File: src/rtl/rob_sn_alloc_if.sv
// Dispatch-side bus of the ROB sequence-number allocator.
// The master side drives requests and retirements; the slave side returns grants and occupancy.
interface rob_sn_alloc_if #(
   parameter int p_nreq     = 4,
   parameter int p_ptrwidth = 5
);
   logic [p_nreq-1:0]     req;
   logic [p_nreq-1:0]     gnt;
   logic [p_ptrwidth-1:0] alloc_sn;
   logic                  retire;
   logic [p_ptrwidth:0]   count;
   logic                  full;
   logic                  empty;
   logic                  err_underflow;

   modport master (
      output req, retire,
      input  gnt, alloc_sn, count, full, empty, err_underflow
   );

   modport slave (
      input  req, retire,
      output gnt, alloc_sn, count, full, empty, err_underflow
   );
endinterface

File: src/rtl/rob_sn_alloc.sv
// ROB sequence-number allocator: round-robin grant of one slot per cycle,
// in-order sequence numbers, occupancy tracking and a sticky underflow flag.
module rob_sn_alloc #(
   parameter int p_depth    = 32,
   parameter int p_ptrwidth = $clog2(p_depth),
   parameter int p_nreq     = 4
) (
   input logic          clk,
   input logic          rst,
   rob_sn_alloc_if.slave bus
);
   localparam int p_priow = $clog2(p_nreq);

   logic [p_ptrwidth-1:0] r_alloc_ptr;
   logic [p_ptrwidth:0]   r_cnt;
   logic [p_priow-1:0]    r_prio;
   logic                  r_err;

   logic [p_nreq-1:0]     w_gnt;
   logic [p_priow-1:0]    w_gidx;
   logic [p_priow-1:0]    w_prio_nxt;
   logic [p_priow:0]      w_sum;
   logic [p_priow-1:0]    w_cand;
   logic                  w_full;
   logic                  w_grant;
   logic                  w_ret_ok;

   // full comes from registered count only, so retire never reaches gnt combinationally
   assign w_full   = (r_cnt == (p_ptrwidth+1)'(p_depth));
   assign w_ret_ok = bus.retire && (r_cnt != '0);

   always_comb begin
      w_gnt   = '0;
      w_gidx  = '0;
      w_grant = 1'b0;
      w_sum   = '0;
      w_cand  = '0;
      for (int unsigned k = 0; k < p_nreq; k++) begin
         w_sum = {1'b0, r_prio} + (p_priow+1)'(k);
         if (w_sum >= (p_priow+1)'(p_nreq))
            w_sum = w_sum - (p_priow+1)'(p_nreq);
         w_cand = w_sum[p_priow-1:0];
         if (!w_grant && bus.req[w_cand]) begin
            w_grant       = 1'b1;
            w_gidx        = w_cand;
            w_gnt[w_cand] = 1'b1;
         end
      end
      if (w_full || rst) begin
         w_gnt   = '0;
         w_grant = 1'b0;
      end
   end

   assign w_prio_nxt = (w_gidx == p_priow'(p_nreq - 1)) ? '0 : w_gidx + 1'b1;

   always_ff @(posedge clk) begin
      if (rst) begin
         r_alloc_ptr <= '0;
         r_cnt       <= '0;
         r_prio      <= '0;
         r_err       <= 1'b0;
      end else begin
         if (w_grant) begin
            r_alloc_ptr <= r_alloc_ptr + 1'b1;
            r_prio      <= w_prio_nxt;
         end
         case ({w_grant, w_ret_ok})
            2'b10:   r_cnt <= r_cnt + 1'b1;
            2'b01:   r_cnt <= r_cnt - 1'b1;
            default: r_cnt <= r_cnt;
         endcase
         if (bus.retire && (r_cnt == '0))
            r_err <= 1'b1;
      end
   end

   assign bus.gnt           = w_gnt;
   assign bus.alloc_sn      = rst ? '0 : r_alloc_ptr;
   assign bus.count         = rst ? '0 : r_cnt;
   assign bus.full          = !rst && w_full;
   assign bus.empty         = rst || (r_cnt == '0);
   assign bus.err_underflow = !rst && r_err;
endmodule

File: src/flat_wrapper.sv
// flat-port wrapper written by rule: the top's interface ports become plain ports
module rob_sn_alloc_flat 
#(
   parameter int p_depth    = 32,
   parameter int p_ptrwidth = $clog2(p_depth),
   parameter int p_nreq     = 4
)
  (clk, rst, bus_req, bus_retire, bus_gnt, bus_alloc_sn, bus_count, bus_full, bus_empty, bus_err_underflow);
  rob_sn_alloc_if #(.p_nreq(p_nreq), .p_ptrwidth(p_ptrwidth)) bus_i ();
  input logic clk;
  input logic rst;
  input wire logic [$bits(bus_i.req)-1:0] bus_req;
  input wire logic [$bits(bus_i.retire)-1:0] bus_retire;
  output wire logic [$bits(bus_i.gnt)-1:0] bus_gnt;
  output wire logic [$bits(bus_i.alloc_sn)-1:0] bus_alloc_sn;
  output wire logic [$bits(bus_i.count)-1:0] bus_count;
  output wire logic [$bits(bus_i.full)-1:0] bus_full;
  output wire logic [$bits(bus_i.empty)-1:0] bus_empty;
  output wire logic [$bits(bus_i.err_underflow)-1:0] bus_err_underflow;
  assign bus_i.req = bus_req;
  assign bus_i.retire = bus_retire;
  assign bus_gnt = bus_i.gnt;
  assign bus_alloc_sn = bus_i.alloc_sn;
  assign bus_count = bus_i.count;
  assign bus_full = bus_i.full;
  assign bus_empty = bus_i.empty;
  assign bus_err_underflow = bus_i.err_underflow;
  rob_sn_alloc #(.p_depth(p_depth), .p_ptrwidth(p_ptrwidth), .p_nreq(p_nreq)) u_core (.clk(clk), .rst(rst), .bus(bus_i));
endmodule
File: config.mk
export PLATFORM = sky130hd
export DESIGN_NAME = rob_sn_alloc_flat
export DESIGN_NICKNAME = d
export VERILOG_FILES = /design/src/rtl/rob_sn_alloc_if.sv /design/src/rtl/rob_sn_alloc.sv /design/src/flat_wrapper.sv
export SDC_FILE = /design/constraint.sdc
export NUM_CORES = 1
export LEC_CHECK = 0
export ABC_CLOCK_PERIOD_IN_PS = 6400
export BUFFER_PORTS_ARGS = -buffer_cell sky130_fd_sc_hd__clkbuf_2
export CAP_MARGIN = 30
export CORE_MARGIN = 5
export CORE_UTILIZATION = 35
export DETAILED_ROUTE_END_ITERATION = 6
export SYNTH_ARGS = -nofsm -noshare
export SYNTH_HDL_FRONTEND = slang
export SYNTH_SLANG_ARGS = --single-unit
File: constraint.sdc
create_clock -name clk -period 6.4 [get_ports clk]
set_clock_uncertainty 0.15 [all_clocks]
set_input_delay 0.32 -clock clk [delete_from_list [all_inputs] [get_ports clk]]
set_output_delay 0.32 -clock clk [all_outputs]
set_load 0.01 [all_outputs]
==> reports/results.ini <==
[synth]
synthFlopType=dfxtp_1
avgSynthCellArea_sq_um=8.306
ys_seq_elements=14
syn-instance-count=163
ys_async_sr_fraction_pct=0
syn_nets=185
yosysWarningCount=0
synth_edf_count=0
yosysUniqueCellTypes=43
syn_area_sq_mm=0.001354
ys_seq_area_share_pct=20.70

[sta]
final-setup-viol-count=0
final_hold_viol_count=0
finalSetupTns_ns=0
fin_crit_sh_pct=54.40
timing.fmax_mhz=287.2
min_period_ns=3.481
rsz0062_at_grt=no
max-slew-margin-rel_pct=62.65
tightest_slew_ns=0.5595
report.final.slew_viol_count=0

[power_and_ir_drop]
p_per_area_mw_per_mm2=459.4
p_total_mw=0.7145
vdd_drop_max_mv=0.2221
power_leakage_nw=0.7065

[placed_design]
dp_hpwl_um=2083
placed_cells=230
placed_cell_area_sq_mm=0.001500
gp_congestion=0.7931
portBuffers=24

[global_route]
grt_pass1_wl_um=4754
grt_max_degree=28
track_usage_pct=10.92
grt_antenna_before_repair=0
grt_overflow_total=0
grt_pass1_vias=1074

[finish]
layout-drive-gt1-share_pct=22.58
fillers=377
multiInputGateArea_sq_um=992.2
final_cells=234
final_common_cell=clkbuf_2
diodes=0
syn_to_final_growth_pct=14.88
final_area_sq_mm=0.001555
layout.nets=209
final_cell_mix=24 x clkbuf_2, 21 x nor2_1, 18 x nand2_1, 14 x ha_1, 14 x dfxtp_1
final-seq-area_sq_um=280.3

[drt]
vias=1165
wirelength_um=2683
routed_via_density=4.979
antenna_left=0
dr.pass1.iters=4
dr.first_iter.drc_count=71
drc=0
wl_per_cell_um=11.47

[floorplan]
initial_utilization_pct=36.43
die_y_um=72.20
die-area_sq_mm=0.005212
num_rows=22
num_io_pins=25
coreArea_sq_mm=0.003716
die_w_um=72.20

[worst_setup_path]
cp.required_ns=5.93
startpoint_type=register
critical_path.max_fanout=13
critical_path.endpoint_type=output port
arrival_ns=3.01
criticalPathCategory=register to output port

[cts]
post_cts_resized=0
clock_latency_ns=0.25
clkSinkCount=14
cts_buffers=3
cts_buffer_depth=2
postCtsSetupBuffers=0
holdBufCountCts=0
cts_tree=built
cts-root-buf=clkbuf_8
htree_levels=1
clkTransAtPathRegs_ns=0.06

[run_status]
status=finished clean

[min_path]
hp-class=input port to register

[run]
cap_violations=0

[worst max-delay path: stages, from the launching register on]
cell and delay, ns:
dfxtp_1 0.67, inv_1 0.27, ha_1 0.44, or3b_1 0.40, a21oi_1 0.15, a21oi_1 0.08
o22ai_1 0.33, nand2_1 0.10, a31oi_1 0.17, clkbuf_2 0.15
[worst paths after layout]
kind	start	to	slack, ns	cells past startpoint
worst min-delay path	bus_retire	u_core.r_err	0.17	3
worst max-delay path	register	bus_gnt[0]	2.92	9
worst max register to register	u_core.r_cnt[4]	u_core.r_cnt[5]	3.36	12
worst min register to register	u_core.r_err	u_core.r_err	0.31	2
[power breakdown]
| part | leakage, nW | total [mW] | switching (mW) | internal [mW] |
|---|---|---|---|---|
| Clock | 0.0288 | 0.0877 | 0.0332 | 0.0545 |
| Combinational | 0.563 | 0.466 | 0.248 | 0.218 |
| Sequential | 0.115 | 0.160 | 0.0427 | 0.118 |
[registers in the layout (all words and copies together), names as in the netlist, named ones only]
register            cells
u_core.r_alloc_ptr      5
u_core.r_err            1
u_core.r_prio           1
u_core.r_cnt            6
[cells in the mapped netlist (2+ instances only)]
library cell  count  area share [%]
a21o_1            2             1.1
a21oi_1           9             3.3
a22o_1            4             2.6
a31oi_1           5             2.3
buf_6             2             1.7
clkbuf_1          3            0.83
dfxtp_1          14              21
ha_1             14              13
inv_1             7             1.9
mux2_4            2             2.2
mux2i_1           2             1.5
nand2_1          18             5.0
nand2b_1          2            0.92
nand4_1           3             1.4
nor2_1           21             5.8
nor2b_1          12             5.5
nor3_1            2            0.74
o21ai_1           3             1.1
o21ai_2           2             1.3
o22ai_1           2            0.92
or2_1             2            0.92
or3_1             2            0.92
xnor2_1           6             3.9
xor2_1            5             3.2
[cell type report]
cell class,instances,share of cell area (%)
multi-input cells,135,63.80
well taps,48,3.862
inverters,9,3.057
flip-flops and latches,14,18.02
repair buffers,24,7.723
clock buffers,4,3.540
[stage by stage]
step                      util [%]  hold WS (ns)  setup WS [ns]
after global routing         41.85        0.1932          2.610
final                        41.85        0.1687          2.919
after floorplan                  -        0.2790          3.588
after CTS                    41.85        0.1633          2.873
after detailed placement     40.37        0.3026          3.147
after global placement       40.37        0.2886          3.145
[per-layer routing]
metal | track usage [%] | share of wire, % | vias to the layer above
met5 | 0 | 0 | -
met4 | 0.8351 | 0 | 0
met3 | 2.493 | 3.5 | 0
met1 | 15.70 | 51 | 534
li1 | - | - | 614
met2 | 17.29 | 45 | 17
[cell families (layout without fill, tap and decap cells)]
family	Yosys count	after routing	share of synthesized area, %
compound gates	31	31	16.64
xor+xnor	11	11	7.116
fa+ha+maj	15	15	14.42
buf+inv	14	37	6.008
flops	14	14	20.70
mux	7	7	8.133
simple gates	71	71	26.99
No activity file was read; power rests on OpenSTA's default activity.
